==> src/rtl/alu_sel_pkg.sv <==
// Shared types and helpers for the ALU result selector pipeline.
package alu_sel_pkg;

    localparam int FLAG_W = 2;

    typedef enum logic [1:0] {EMPTY, ONE, TWO} sel_state_t;

    function automatic int sel_w(input int n);
        return $clog2(n);
    endfunction

endpackage

==> src/rtl/alu_result_sel_pipe_if.sv <==
// Handshake bundle between the ALU result sources, the selector and the writeback stage.
interface alu_result_sel_pipe_if #(
    parameter int WIDTH  = 32,
    parameter int NUM_IN = 9
);
    localparam int SEL_W = alu_sel_pkg::sel_w(NUM_IN);

    logic                    in_valid;
    logic                    in_ready;
    logic [SEL_W-1:0]        sel;
    logic [NUM_IN*WIDTH-1:0] values;
    logic                    out_valid;
    logic                    out_ready;
    logic [WIDTH-1:0]        out_data;
    logic                    out_sel_err;
    logic                    out_zero;
    logic                    out_neg;

    modport slave (
        input  in_valid, sel, values, out_ready,
        output in_ready, out_valid, out_data, out_sel_err, out_zero, out_neg
    );

    modport master (
        output in_valid, sel, values, out_ready,
        input  in_ready, out_valid, out_data, out_sel_err, out_zero, out_neg
    );
endinterface

==> src/rtl/alu_sel_skid.sv <==
// Two-entry skid buffer: output register plus one stall entry, with registered in_ready.
//
//   state | meaning
//   EMPTY | nothing held, output invalid
//   ONE   | output register holds a result
//   TWO   | output register and skid entry both hold results, input stalled
module alu_sel_skid
    import alu_sel_pkg::*;
#(
    parameter int PAY_W = 33
) (
    input  logic             clk,
    input  logic             rst,
    input  logic             in_valid_i,
    output logic             in_ready_o,
    input  logic [PAY_W-1:0] in_payload_i,
    output logic             out_valid_o,
    input  logic             out_ready_i,
    output logic [PAY_W-1:0] out_payload_o
);

    sel_state_t       state_q;
    logic             in_ready_q;
    logic             out_valid_q;
    logic [PAY_W-1:0] out_q;
    logic [PAY_W-1:0] skid_q;
    logic             in_xfer;
    logic             out_xfer;

    assign in_xfer  = in_valid_i & in_ready_q;
    assign out_xfer = out_valid_q & out_ready_i;

    always_ff @(posedge clk) begin
        if (rst) begin
            state_q     <= EMPTY;
            in_ready_q  <= 1'b0;
            out_valid_q <= 1'b0;
            out_q       <= '0;
            skid_q      <= '0;
        end else begin
            case (state_q)
                EMPTY: begin
                    in_ready_q <= 1'b1;
                    if (in_xfer) begin
                        out_q       <= in_payload_i;
                        out_valid_q <= 1'b1;
                        state_q     <= ONE;
                    end
                end
                ONE: begin
                    if (in_xfer && out_xfer) begin
                        out_q <= in_payload_i;
                    end else if (in_xfer) begin
                        skid_q     <= in_payload_i;
                        in_ready_q <= 1'b0;
                        state_q    <= TWO;
                    end else if (out_xfer) begin
                        out_valid_q <= 1'b0;
                        state_q     <= EMPTY;
                    end
                end
                TWO: begin
                    if (out_xfer) begin
                        out_q      <= skid_q;
                        in_ready_q <= 1'b1;
                        state_q    <= ONE;
                    end
                end
                default: begin
                    state_q     <= EMPTY;
                    in_ready_q  <= 1'b1;
                    out_valid_q <= 1'b0;
                end
            endcase
        end
    end

    // Registered ready, forced low combinationally only while reset is held.
    assign in_ready_o    = in_ready_q & ~rst;
    assign out_valid_o   = out_valid_q;
    assign out_payload_o = out_q;

endmodule

==> src/rtl/alu_result_sel_pipe.sv <==
// N-way ALU result selector feeding a 2-entry skid buffer toward writeback.
// Define ALU_SEL_FLAGS_EN to compute and carry zero/negative flags with each result.
module alu_result_sel_pipe
    import alu_sel_pkg::*;
#(
    parameter int WIDTH  = 32,
    parameter int NUM_IN = 9
) (
    input  logic                  clk,
    input  logic                  rst,
    alu_result_sel_pipe_if.slave  bus
);

    localparam int SEL_W = sel_w(NUM_IN);

    logic [WIDTH-1:0] sel_data;
    logic             sel_hit;
    logic             sel_err;

    // Illegal selects fall back to values[0] and are flagged.
    always_comb begin
        sel_data = bus.values[0 +: WIDTH];
        sel_hit  = 1'b0;
        for (int i = 0; i < NUM_IN; i++) begin
            if (bus.sel == SEL_W'(i)) begin
                sel_data = bus.values[i*WIDTH +: WIDTH];
                sel_hit  = 1'b1;
            end
        end
        sel_err = ~sel_hit;
    end

`ifdef ALU_SEL_FLAGS_EN
    localparam int PAY_W = 1 + FLAG_W + WIDTH;

    logic [FLAG_W-1:0] sel_flags;
    logic [FLAG_W-1:0] out_flags;
    logic [PAY_W-1:0]  pay_in;
    logic [PAY_W-1:0]  pay_out;

    assign sel_flags = {sel_data[WIDTH-1], (sel_data == '0)};
    assign pay_in    = {sel_err, sel_flags, sel_data};

    assign {bus.out_sel_err, out_flags, bus.out_data} = pay_out;
    assign bus.out_neg  = out_flags[1];
    assign bus.out_zero = out_flags[0];
`else
    localparam int PAY_W = 1 + WIDTH;

    logic [PAY_W-1:0] pay_in;
    logic [PAY_W-1:0] pay_out;

    assign pay_in = {sel_err, sel_data};

    assign {bus.out_sel_err, bus.out_data} = pay_out;
    assign bus.out_neg  = 1'b0;
    assign bus.out_zero = 1'b0;
`endif

    alu_sel_skid #(
        .PAY_W (PAY_W)
    ) u_skid (
        .clk           (clk),
        .rst           (rst),
        .in_valid_i    (bus.in_valid),
        .in_ready_o    (bus.in_ready),
        .in_payload_i  (pay_in),
        .out_valid_o   (bus.out_valid),
        .out_ready_i   (bus.out_ready),
        .out_payload_o (pay_out)
    );

endmodule

==> src/flat_wrapper.sv <==
// flat-port wrapper written by rule: the top's interface ports become plain ports
module alu_result_sel_pipe_flat import alu_sel_pkg::*;
#(
    parameter int WIDTH  = 32,
    parameter int NUM_IN = 9
)
  (clk, rst, bus_in_valid, bus_sel, bus_values, bus_out_ready, bus_in_ready, bus_out_valid, bus_out_data, bus_out_sel_err, bus_out_zero, bus_out_neg);
  alu_result_sel_pipe_if #(.WIDTH(WIDTH), .NUM_IN(NUM_IN)) bus_i ();
  input  logic clk;
  input  logic rst;
  input wire logic [$bits(bus_i.in_valid)-1:0] bus_in_valid;
  input wire logic [$bits(bus_i.sel)-1:0] bus_sel;
  input wire logic [$bits(bus_i.values)-1:0] bus_values;
  input wire logic [$bits(bus_i.out_ready)-1:0] bus_out_ready;
  output wire logic [$bits(bus_i.in_ready)-1:0] bus_in_ready;
  output wire logic [$bits(bus_i.out_valid)-1:0] bus_out_valid;
  output wire logic [$bits(bus_i.out_data)-1:0] bus_out_data;
  output wire logic [$bits(bus_i.out_sel_err)-1:0] bus_out_sel_err;
  output wire logic [$bits(bus_i.out_zero)-1:0] bus_out_zero;
  output wire logic [$bits(bus_i.out_neg)-1:0] bus_out_neg;
  assign bus_i.in_valid = bus_in_valid;
  assign bus_i.sel = bus_sel;
  assign bus_i.values = bus_values;
  assign bus_i.out_ready = bus_out_ready;
  assign bus_in_ready = bus_i.in_ready;
  assign bus_out_valid = bus_i.out_valid;
  assign bus_out_data = bus_i.out_data;
  assign bus_out_sel_err = bus_i.out_sel_err;
  assign bus_out_zero = bus_i.out_zero;
  assign bus_out_neg = bus_i.out_neg;
  alu_result_sel_pipe #(.WIDTH(WIDTH), .NUM_IN(NUM_IN)) u_core (.clk(clk), .rst(rst), .bus(bus_i));
endmodule
==> config.mk <==
export PLATFORM = sky130hd
export DESIGN_NAME = alu_result_sel_pipe_flat
export DESIGN_NICKNAME = d
export VERILOG_FILES = /design/src/rtl/alu_sel_pkg.sv /design/src/rtl/alu_result_sel_pipe_if.sv /design/src/rtl/alu_sel_skid.sv /design/src/rtl/alu_result_sel_pipe.sv /design/src/flat_wrapper.sv
export SDC_FILE = /design/constraint.sdc
export NUM_CORES = 1
export LEC_CHECK = 0
export BUFFER_PORTS_ARGS = -buffer_cell sky130_fd_sc_hd__buf_4
export CORE_AREA = 3 3 130 132
export CTS_CLUSTER_DIAMETER = 100
export DETAILED_ROUTE_END_ITERATION = 8
export DIE_AREA = 0 0 133 135
export PLACE_DENSITY = 0.73
export SKIP_LAST_GASP = 1
export SLEW_MARGIN = 20
export SYNTH_ARGS = -nofsm -noshare
export SYNTH_HDL_FRONTEND = slang
export SYNTH_SLANG_ARGS = --single-unit
==> constraint.sdc <==
create_clock -name clk -period 4 [get_ports clk]
set_clock_uncertainty 0.05 [all_clocks]
set_input_delay 0.8 -clock clk [delete_from_list [all_inputs] [get_ports clk]]
set_output_delay 0.8 -clock clk [all_outputs]
set_load 0.03 [all_outputs]
### Word-level counts from Yosys, hierarchy flattened

Cells that the tools add are included.
Widths: inputs -> output; s select.

* register bits: 70
* bits in latches: 0
* bits in writable memories: 0
* memory bits (read-only): 0
* input port bits: 296
* output and inout port bits: 37
* word-level logic and storage cells: 75
* memories kept: 0

* add/sub/neg operators: 0
* multipliers: 0
* div/mod/pow operators: 0
* $lt $le $gt $ge: 0
* equal/unequal tests: 18
* shift-type cells: 0
* multiplexer cells: 36
* bitwise operators: 7
* reduce and logical (&&, ||, !) cells: 9

Operators by type and width (count)
* $mux 32: 8
* $mux 33: 3
* $pmux 33 s3: 1
* $eq 4x3->1 const B: 4
* $mux 1: 16
* $ne 2x2->1 const B: 7
* $mux 2: 5
* $eq 4x2->1 const B: 2
* $reduce_and 4->1: 2
* $pmux 2 s3: 1
* $reduce_and 3->1: 2
* $reduce_and 5->1: 1
* $eq 4x1->1 const B: 1
* $eq 4x4->1 const B: 1
* $logic_not 4->1: 1
* $not 1->1: 4
* $and 1x1->1: 3
* $ne 3x3->1 const B: 1
* $pmux 1 s3: 1
* $reduce_bool 3->1: 1
* $eq 2x1->1 const B: 1
* $eq 2x2->1 const B: 1
* $logic_not 2->1: 1
* $pmux 1 s2: 1
* $logic_and 1x1->1: 1

### Logic depth before layout (Yosys ltp)

Gate-level depths: netlist of the first run.

* word-level depth: 13
* mapped depth: 8
* depth with buffers taken out: 5

### Hierarchy

Synthesis of the first run repeated with hierarchy kept, for this count alone.

* cell total of the unflattened synthesis: 836
* area total of the unflattened synthesis: 6593.8 µm²

Modules (own cells, without submodules)
* alu_result_sel_pipe: times used 1, cells each 497, area each 3417.0 µm², seq. area each 0.0 µm²
* alu_sel_skid: times used 1, cells each 339, area each 3176.8 µm², seq. area each 1401.3 µm²

### Worst setup path before layout of the first run

OpenSTA, ideal clock, no wires.

* kind: input-to-output
* start point: input rst
* end point: output bus_in_ready
* data arrival time: 1.732 ns
* data required time: 3.150 ns
* setup slack: 1.418 ns
* cell stages on the path: 3
* buffers on the path: 2
* path through: clkbuf_1 -> clkbuf_1 -> nor2b_1

* longest elaborated chain between the ends: 2

Ends and longest elaborated chain
* from (decl): line flat_wrapper.sv:10 `input logic rst;`
* $not 1->1: line alu_sel_skid.sv:79 `assign in_ready_o = in_ready_q & ~rst;`
* $and 1x1->1: line alu_sel_skid.sv:79
* to (decl): line flat_wrapper.sv:15 `output wire logic [$bits(bus_i.in_ready)-1:0] bus_in_ready;`

No other way between the ends.

### Final worst setup path of the first run

* start point: input bus_sel[3]
* end point: register u_core.u_skid.skid_q[16]

* longest elaborated chain between the ends: 9
* elaborated cells on any way between the ends: 16
* classes of those cells: eq/ne: 8; mux: 8

Ends and longest elaborated chain
* from (decl): line flat_wrapper.sv:12 `input wire logic [$bits(bus_i.sel)-1:0] bus_sel;`
* $eq 4x1->1: line alu_result_sel_pipe.sv:25 `if (bus.sel == SEL_W'(i)) begin`
* $mux 32 (7 in series): line alu_result_sel_pipe.sv:25
* $mux 32 (*): line alu_result_sel_pipe.sv:25
* to (signal assigned): line alu_sel_skid.sv:54 `skid_q <= in_payload_i;`
* to (decl): line alu_sel_skid.sv:26 `logic [PAY_W-1:0] skid_q;`

Every way passes the cells marked *; elsewhere a longest branch is shown, timed or not.
A chain may end at the register's enable or synchronous reset.

==> metrics.csv, run 1 <==
stage,metric,value,unit
synthesis,mux share of post-synthesis cell area,0,%
setup_path,worst r2r dst,u_core.u_skid.out_payload_o[4]$_SDFFE_PP0P_,
global_routing,first-pass GRT wire length,41.78,mm
min_path,Hold Crit Depth,2,
floorplan,IO Pins,333,
setup_path,R2R cell count,6,
pwr,VDD IR max,0.2351,mV
setup_path,"Largest stage delay, worst path",0.59,ns
cts,htree depth,3,
sta,"Min Clock Period, post-route",2.762,ns
cts,"Clk Latency, worst-skew pair",0.34,ns
global_routing,initial antenna violation count,1,
cells_and_area,share of layout cells above drive strength 1,34.24,%
synthesis,synthesized area,0.006507,mm2
place,HPWL reported at the end of detailed placement,20.97,mm
place,number of port buffers,330,
synthesis,post-synthesis compound-gate area fraction,49.03,%
min_path,worst min-delay path startpoint,u_core.u_skid.skid_q[32]$_SDFFE_PP0P_,
detailed_routing,vias,8154,
setup_path,Critical Path Start Type,primary input,
cts,Max Root-Sink Buffers,2,
sta,Least-Margin Pin Slew,0.7561,ns
synthesis,Synth area leaders,"dfxtp_1, a211o_1, o21ai_0",
cells_and_area,Layout Nets,1462,
synthesis,largest family of logic cells by synthesized area,compound AO/OA/AOI/OAI gates,
cts,post-CTS sizing,0,
cells_and_area,synthesis-to-layout area growth,43.16,%
synthesis,fraction of registers with async set/reset,0,%
cts,CTS Hold Bufs,0,
sta,TNS Setup,0,ns
detailed_routing,drt via density,5.879,
detailed_routing,initial DRC count,688,
place,Placer Congestion,0.9021,
cells_and_area,Finished Cell Area,0.009316,mm2
global_routing,global-route usage over all layers,29.29,%
pwr,Pwr Density,276.0,mW/mm2
floorplan,Initial Util,41.11,%
run_status,status,"complete, no violations",
cts,total CTS buffers,9,
synthesis,register area share after synthesis,21.53,%
floorplan,std cell rows,46,
run,max cap viols,0,
floorplan,die area,0.01796,mm2
place,DP Area,0.008992,mm2
cts,"Setup Fix Bufs, Post-CTS",0,
sta,Final period util,69.04,%
global_routing,largest net degree at the start of global routing,68,
setup_path,slowest CP cell,nand2_2,
sta,RSZ-0062 raised after global routing,no,
place,Post-Place Cells,1371,
setup_path,Crit Path Class,in -> reg,
setup_path,reg2reg setup slack,1.80,ns
min_path,hold crit path type,reg -> reg,
synthesis,biggest area consumer among synthesized cells,dfxtp_1,
detailed_routing,Routed wire per std cell,20.05,um
synthesis,Post-synth EDFFs,0,
synthesis,Adder-Cell Fraction of Synth Area,0,%
global_routing,number of global-route vias before repair,7641,
synthesis,Synth Area in XOR/XNOR,0,%
floorplan,Horiz. Die Dim,133,um
synthesis,ys flop type,dfxtp_1,
synthesis,Cells after Synth,906,
setup_path,Top Family by Delay on Critical Path,simple AND/OR/NAND/NOR gates,
detailed_routing,total wire length,27.81,mm
setup_path,Worst setup EP type,flip-flop,
detailed_routing,Pre-Repair DR Iteration Count,5,
sta,maximum clock rate,362.1,MHz
cts,Clock Root Buffer,clkbuf_16,
detailed_routing,# DRC,0,
detailed_routing,Detail Route Antenna Nets,0,
setup_path,Reg-to-Reg Start,u_core.u_skid.state_q[1]$_SDFFE_PP0P_,
setup_path,CP required,4.15,ns
global_routing,remaining global-route overflow,0,
floorplan,core area,0.01583,mm2
setup_path,worst-path fanout max,42,
cts,clk sinks,70,
setup_path,worst-path cell chain,buf_4 > nor2_4 > nand2_2 > o2bb2ai_1 > a211o_1 > a311oi_2,
pwr,leakage power,3.928,nW
cells_and_area,Fillers,1481,
setup_path,WP buf/inv,1,
cells_and_area,Post-Layout Cell Count,1387,
sta,final hold violation count,0,
cts,clk slew on worst S/H paths,0.06,ns
setup_path,critical path arrival,2.91,ns
sta,fin. max-slew vios,0,
synthesis,mean post-synth cell area,7.183,um2
min_path,worst min-delay path endpoint,u_core.u_skid.skid_q[32]$_SDFFE_PP0P_,
synthesis,share of the synthesized area in the top cell type,21.53,%
synthesis,"flops & latches, synth",70,
cells_and_area,Diodes inserted,0,
synthesis,"Distinct cells, synth",52,
sta,Max-slew headroom,49.48,%
sta,Final setup viols,0,
floorplan,die height,135,um
synthesis,Simple-Gate Fraction of Synth Area,20.40,%
cts,CTS tree,done,
synthesis,yosys warns,0,
## layout make-up
class	instances	area [um2]	share of cell area [%]
sequential	70	1401	15.04
multi-input combinational	706	4551	48.84
inverter	30	112.6	1.209
timing repair buffer	349	2658	28.53
tap	216	270.3	2.901
clock inverter	7	98.84	1.061
clock buffer	9	225.2	2.417
## kinds of logic (layout without fill, tap and decap cells)
kind of cell / count (synthesis) / count (layout)
AOI/OAI and AO/OA: 454 / 454
and+or+nand+nor: 250 / 250
buffers and inverters: 131 / 395
DFF: 70 / 70
other: 1 / 2
## stage by stage
step	worst slack, ns	hold WS (ns)	total power, mW	util, %
after CTS	1.285	0.4250	2.576	58.86
after global routing	1.124	0.4692	2.685	58.86
after floorplan	1.418	0.3998	1.299	-
final	1.238	0.4302	2.571	58.86
after global placement	0.9827	0.4107	1.712	56.81
after detailed placement	0.9400	0.4150	1.719	56.81
## where the power goes
group	internal [mW]	switching (mW)	total, mW
registers	0.747	0.0336	0.781
logic	0.440	0.488	0.928
clock network	0.547	0.315	0.862
## Yosys cell counts (2+ instances only)
library cell / n
nor2_1: 104
o21ai_0: 98
a21oi_1: 72
dfxtp_1: 70
nand2b_1: 68
a211o_1: 59
a31oi_1: 59
clkbuf_1: 53
nor2b_1: 40
a22oi_1: 30
buf_2: 30
inv_1: 30
o21a_1: 30
o2bb2ai_1: 28
a311oi_2: 27
o21ai_1: 20
buf_4: 12
nand2_1: 10
a211oi_1: 6
o221ai_1: 5
nand3_1: 4
nand4b_1: 4
a311oi_1: 3
and2_1: 3
buf_1: 3
nand3b_1: 3
o22ai_1: 3
a2bb2oi_1: 2
a31o_1: 2
clkbuf_2: 2
nor3_1: 2
nor3b_1: 2
o21bai_1: 2
o31ai_1: 2
## worst max-delay path by stage
| stage | startpoint | slack [ns] | to | depth (start not counted) |
|---|---|---|---|---|
| floorplan | rst | 1.42 | bus_in_ready | 3 |
| global placement | bus_sel[1] | 0.98 | u_core.u_skid.skid_q[30]$_SDFFE_PP0P_ | 7 |
| detailed placement | bus_sel[3] | 0.94 | u_core.u_skid.skid_q[31]$_SDFFE_PP0P_ | 6 |
| CTS | bus_sel[1] | 1.28 | u_core.u_skid.skid_q[30]$_SDFFE_PP0P_ | 7 |
| global route | bus_sel[3] | 1.12 | u_core.u_skid.skid_q[0]$_SDFFE_PP0P_ | 6 |
| finish | bus_sel[3] | 1.24 | u_core.u_skid.skid_q[16]$_SDFFE_PP0P_ | 6 |
## routing by layer
metal	global-route usage [%]	vias up	part of all wire, %
met3	7.228	57	8.8
met2	51.75	427	49
met1	34.33	3786	39
met5	0	-	0.029
li1	-	3882	-
met4	10.85	2	3.6
## cell usage in the layout (no fill, tap or decap), types with 28 or more instances in the layout
cell type	n
o2bb2ai_1	28
nor2b_1	40
buf_4	346
a21oi_1	71
nor2_1	102
o21a_1	30
inv_1	30
a22oi_1	30
a31oi_1	59
dfxtp_1	70
o21ai_0	98
nand2b_1	67
a211o_1	59
## worst register-to-register path, cell delays in order (launching register included)
cell and delay, ns:
dfxtp_1 0.46, nand4b_1 0.19, a21oi_4 0.65, buf_4 0.32, nor2_1 0.06, a211o_1 0.26, a31oi_1 0.14
## registers in the layout, summed over array words and instances, names as in the netlist
name	cells
u_core.u_skid.out_valid_o	1
u_core.u_skid.state_q	2
u_core.u_skid.in_ready_q	1
u_core.u_skid.skid_q	33
u_core.u_skid.out_payload_o	33
Power figures use the tool's default switching activity.
==> run 2: changes to the inputs <==
--- a/config.mk
+++ b/config.mk
@@ -5,12 +5,13 @@
 export SDC_FILE = /design/constraint.sdc
 export NUM_CORES = 1
 export LEC_CHECK = 0
+export ABC_AREA = 1
 export BUFFER_PORTS_ARGS = -buffer_cell sky130_fd_sc_hd__buf_4
-export CORE_AREA = 3 3 130 132
+export CORE_MARGIN = 3
+export CORE_UTILIZATION = 42
 export CTS_CLUSTER_DIAMETER = 100
 export DETAILED_ROUTE_END_ITERATION = 8
-export DIE_AREA = 0 0 133 135
-export PLACE_DENSITY = 0.73
+export PLACE_DENSITY = 0.78
 export SKIP_LAST_GASP = 1
 export SLEW_MARGIN = 20
 export SYNTH_ARGS = -nofsm -noshare
==> constraint.sdc (replaced) <==
create_clock -name clk -period 2.5 [get_ports clk]
set_clock_uncertainty 0.05 [all_clocks]
set_input_delay 0.5 -clock clk [delete_from_list [all_inputs] [get_ports clk]]
set_output_delay 0.5 -clock clk [all_outputs]
set_load 0.03 [all_outputs]
==> run 2 against run 1 <==
Effect of this change:
- clock-buffer cell count grew 2
- register-to-register slack lost 1.2 ns
- first-iteration DRC count shrank 28%
- cell area grew 0.70%
- global-route usage shrank 0.20 points
- sequential cell count is the same
==> metrics.csv, run 2 <==
stage,metric,value,unit,change
detailed_routing,# DRC,0,,unchanged
global_routing,number of global-route vias before repair,7772,,+1.7%
floorplan,Initial Util,43.28,%,+2.2 points
synthesis,share of the synthesized area in the top cell type,23.19,%,+1.7 points
synthesis,Synth area leaders,"nand2_1, dfxtp_1, nand3_1",,
sta,RSZ-0062 raised after global routing,no,,
sta,Final setup viols,0,,unchanged
cts,"Clk Latency, worst-skew pair",0.33,ns,about the same
cells_and_area,share of layout cells above drive strength 1,28.39,%,-5.9 points
cts,post-CTS sizing,0,,unchanged
cts,Clock Root Buffer,clkbuf_16,,
synthesis,synth cell count leaders,"nand2_1, nor2_1, nand3_1",,
sta,fin. max-slew vios,0,,unchanged
detailed_routing,drt via density,4.947,,-16%
detailed_routing,total wire length,25.13,mm,-9.7%
pwr,Pwr Density,562.0,mW/mm2,+100%
pwr,clock group share of total power,25.0,%,-8.5 points
detailed_routing,Pre-Repair DR Iteration Count,5,,unchanged
setup_path,slowest CP cell,buf_4,,
run,max cap viols,0,,unchanged
pwr,leakage power,5.431,nW,+38%
floorplan,die height,129.1,um,-4.4%
pwr,Gate power share,46.8,%,+11 points
synthesis,Post-synth EDFFs,0,,unchanged
synthesis,"flops & latches, synth",70,,unchanged
synthesis,"Distinct cells, synth",28,,-46%
synthesis,yosys warns,0,,unchanged
sta,Final period util,77.85,%,
detailed_routing,Routed wire per std cell,14.89,um,-26%
cells_and_area,synthesis-to-layout area growth,47.45,%,
run_status,status,"complete, no violations",,
setup_path,CP required,2.66,ns,-1.49 ns
pwr,share of power burned in registers,28.1,%,-2.3 points
detailed_routing,initial DRC count,497,,-28%
synthesis,"count leader, synth",nand2_1,,
global_routing,first-pass GRT wire length,38.59,mm,-7.6%
sta,final hold violation count,0,,unchanged
sta,Max-slew headroom,48.72,%,-0.76 points
floorplan,IO Pins,333,,unchanged
global_routing,initial antenna violation count,0,,-1
cts,Max Root-Sink Buffers,2,,unchanged
global_routing,global-route usage over all layers,29.08,%,-0.20 points
cts,CTS tree,done,,
setup_path,Worst setup EP type,flip-flop,,
floorplan,die area,0.01666,mm2,-7.2%
pwr,internal power,3.180,mW,+83%
pwr,Sw Share,39.69,%,+7.2 points
cts,total CTS buffers,9,,unchanged
sta,maximum clock rate,513.8,MHz,
setup_path,CP dominant cell by count,nand2_1,,
cells_and_area,Fillers,1486,,+0.34%
setup_path,worst-path fanout max,23,,-45%
pwr,Switch Pwr,2.093,mW,+150%
synthesis,ys flop type,dfxtp_1,,
place,Placer Congestion,0.9309,,+3.2%
cells_and_area,"most common cell after layout, fill and taps aside",nand2_1,,
pwr,VDD IR max,0.3856,mV,+64%
sta,TNS Setup,0,ns,unchanged
setup_path,Critical Path Start Type,primary input,,
setup_path,critical path arrival,2.11,ns,-0.80 ns
cts,CTS Hold Bufs,0,,unchanged
cells_and_area,Layout Nets,1795,,+23%
setup_path,worst-path cell chain,buf_4 > nor2_8 > buf_4 > nand3_1 > nand3_1 > nand2_1 > nand2_1 > nand3_1 > nand2_1 > nand2_1 > nand2_1 > nand3_1 > nand2_1 > a21oi_1,,
floorplan,Horiz. Die Dim,129.1,um,-2.9%
sta,"Worst Setup Slack, final",0.5537,ns,-0.6847 ns
cts,"Setup Fix Bufs, Post-CTS",0,,unchanged
sta,Least-Margin Pin Slew,0.7663,ns,+0.01016 ns
cts,clk slew on worst S/H paths,0.06,ns,about the same
floorplan,std cell rows,44,,-4.3%
place,HPWL reported at the end of detailed placement,19.62,mm,-6.5%
floorplan,core area,0.01470,mm2,-7.1%
global_routing,largest net degree at the start of global routing,51,,-25%
min_path,hold crit path type,in -> reg,,
cts,htree depth,3,,unchanged
synthesis,fraction of registers with async set/reset,0,%,unchanged
setup_path,"Largest stage delay, worst path",0.33,ns,-0.26 ns
place,pre-CTS setup slack,0.2591,ns,-0.6809 ns
detailed_routing,vias,8350,,+2.4%
detailed_routing,Detail Route Antenna Nets,0,,unchanged
place,number of port buffers,330,,unchanged
synthesis,biggest area consumer among synthesized cells,nand2_1,,
global_routing,remaining global-route overflow,0,,unchanged
cells_and_area,Diodes inserted,0,,unchanged
cts,clk sinks,70,,unchanged
synthesis,register area share after synthesis,22.03,%,+0.49 points
synthesis,mean post-synth cell area,5.276,um2,-27%
setup_path,Crit Path Class,in -> reg,,
sta,"Min Clock Period, post-route",1.946,ns,
synthesis,synthesized area,0.006362,mm2,-2.2%
synthesis,Cells after Synth,1206,,+33%
cells_and_area,most frequent cells in the layout,"nand2_1, buf_4, nor2_1",,
## run 2: changes by cell type after synthesis, moves of 36 or more
cell and delta:
nand3_1 +157, inv_1 +84, nand2b_1 -68, nor2b_1 -40, o21ai_0 -91, a211o_1 -59, nor2_1 +90, inv_2 +36
nand2_1 +383, a31oi_1 -58
## run 2: final timing paths
check / startpoint / to / slack, ns / cells past startpoint
min: rst / u_core.u_skid.out_payload_o[5]$_SDFFE_PP0P_ / 0.40 / 2
max reg2reg: u_core.u_skid.state_q[1]$_SDFFE_PP0P_ / u_core.u_skid.out_payload_o[17]$_SDFFE_PP0P_ / 0.65 / 7
min reg2reg: u_core.u_skid.out_payload_o[9]$_SDFFE_PP0P_ / u_core.u_skid.out_payload_o[9]$_SDFFE_PP0P_ / 0.41 / 2
max: bus_sel[3] / u_core.u_skid.out_payload_o[20]$_SDFFE_PP0P_ / 0.55 / 14
## run 2: critical path, delay by kind of cell
kind	cells	cell delay (ns)
AND/OR/NAND/NOR	11	1.07
buffers and inverters	2	0.47
AO/OA/AOI/OAI	1	0.05
## run 2: cell families (layout without fill, tap and decap cells)
group           Yosys count  in the layout  share of synthesized area, %
simple gates            764            764                         49.44
buf+inv                 259            556                         16.36
compound gates          112            112                         12.11
flops                    70             70                         22.03
other cells               1              2                       0.05894
## run 2: cell type report
| class | instances | area (um2) | share of cell area (%) |
|---|---|---|---|
| multi-input combinational | 878 | 3950 | 42.10 |
| timing repair buffer | 360 | 2815 | 30.01 |
| sequential | 70 | 1401 | 14.94 |
| inverter | 180 | 675.6 | 7.202 |
| clock buffer | 11 | 252.7 | 2.694 |
| tap | 184 | 230.2 | 2.454 |
| clock inverter | 5 | 56.30 | 0.6002 |
## run 2: through the flow
| stage | util (%) | cells | area, um2 | power, mW | hold WS, ns |
|---|---|---|---|---|---|
| after floorplan | - | 1207 | 6366 | 2.952 | 0.4021 |
| after global placement | 61.72 | 1672 | 9072 | 3.936 | 0.4032 |
| after detailed placement | 61.72 | 1672 | 9072 | 3.968 | 0.4071 |
| after CTS | 63.82 | 1688 | 9382 | 5.300 | 0.3840 |
| after global routing | 63.82 | 1688 | 9382 | 5.641 | 0.3972 |
| final | 63.82 | 1688 | 9382 | 5.272 | 0.4045 |
## run 2: power groups by stage
stage               clock network (mW)  logic [mW]  registers (mW)
floorplan                            0        1.18            1.77
global placement                     0        2.44            1.50
detailed placement                   0        2.47            1.50
CTS                               1.34        2.48            1.48
global route                      1.38        2.76            1.50
finish                            1.32        2.47            1.48
## run 2: layer usage
| metal | vias up | track usage [%] | share of wire, % |
|---|---|---|---|
| li1 | 4317 | - | - |
| met1 | 3655 | 35.32 | 41 |
| met2 | 333 | 52.04 | 49 |
| met3 | 45 | 5.482 | 7.6 |
| met4 | 0 | 8.771 | 2.7 |
| met5 | - | 0 | 0 |
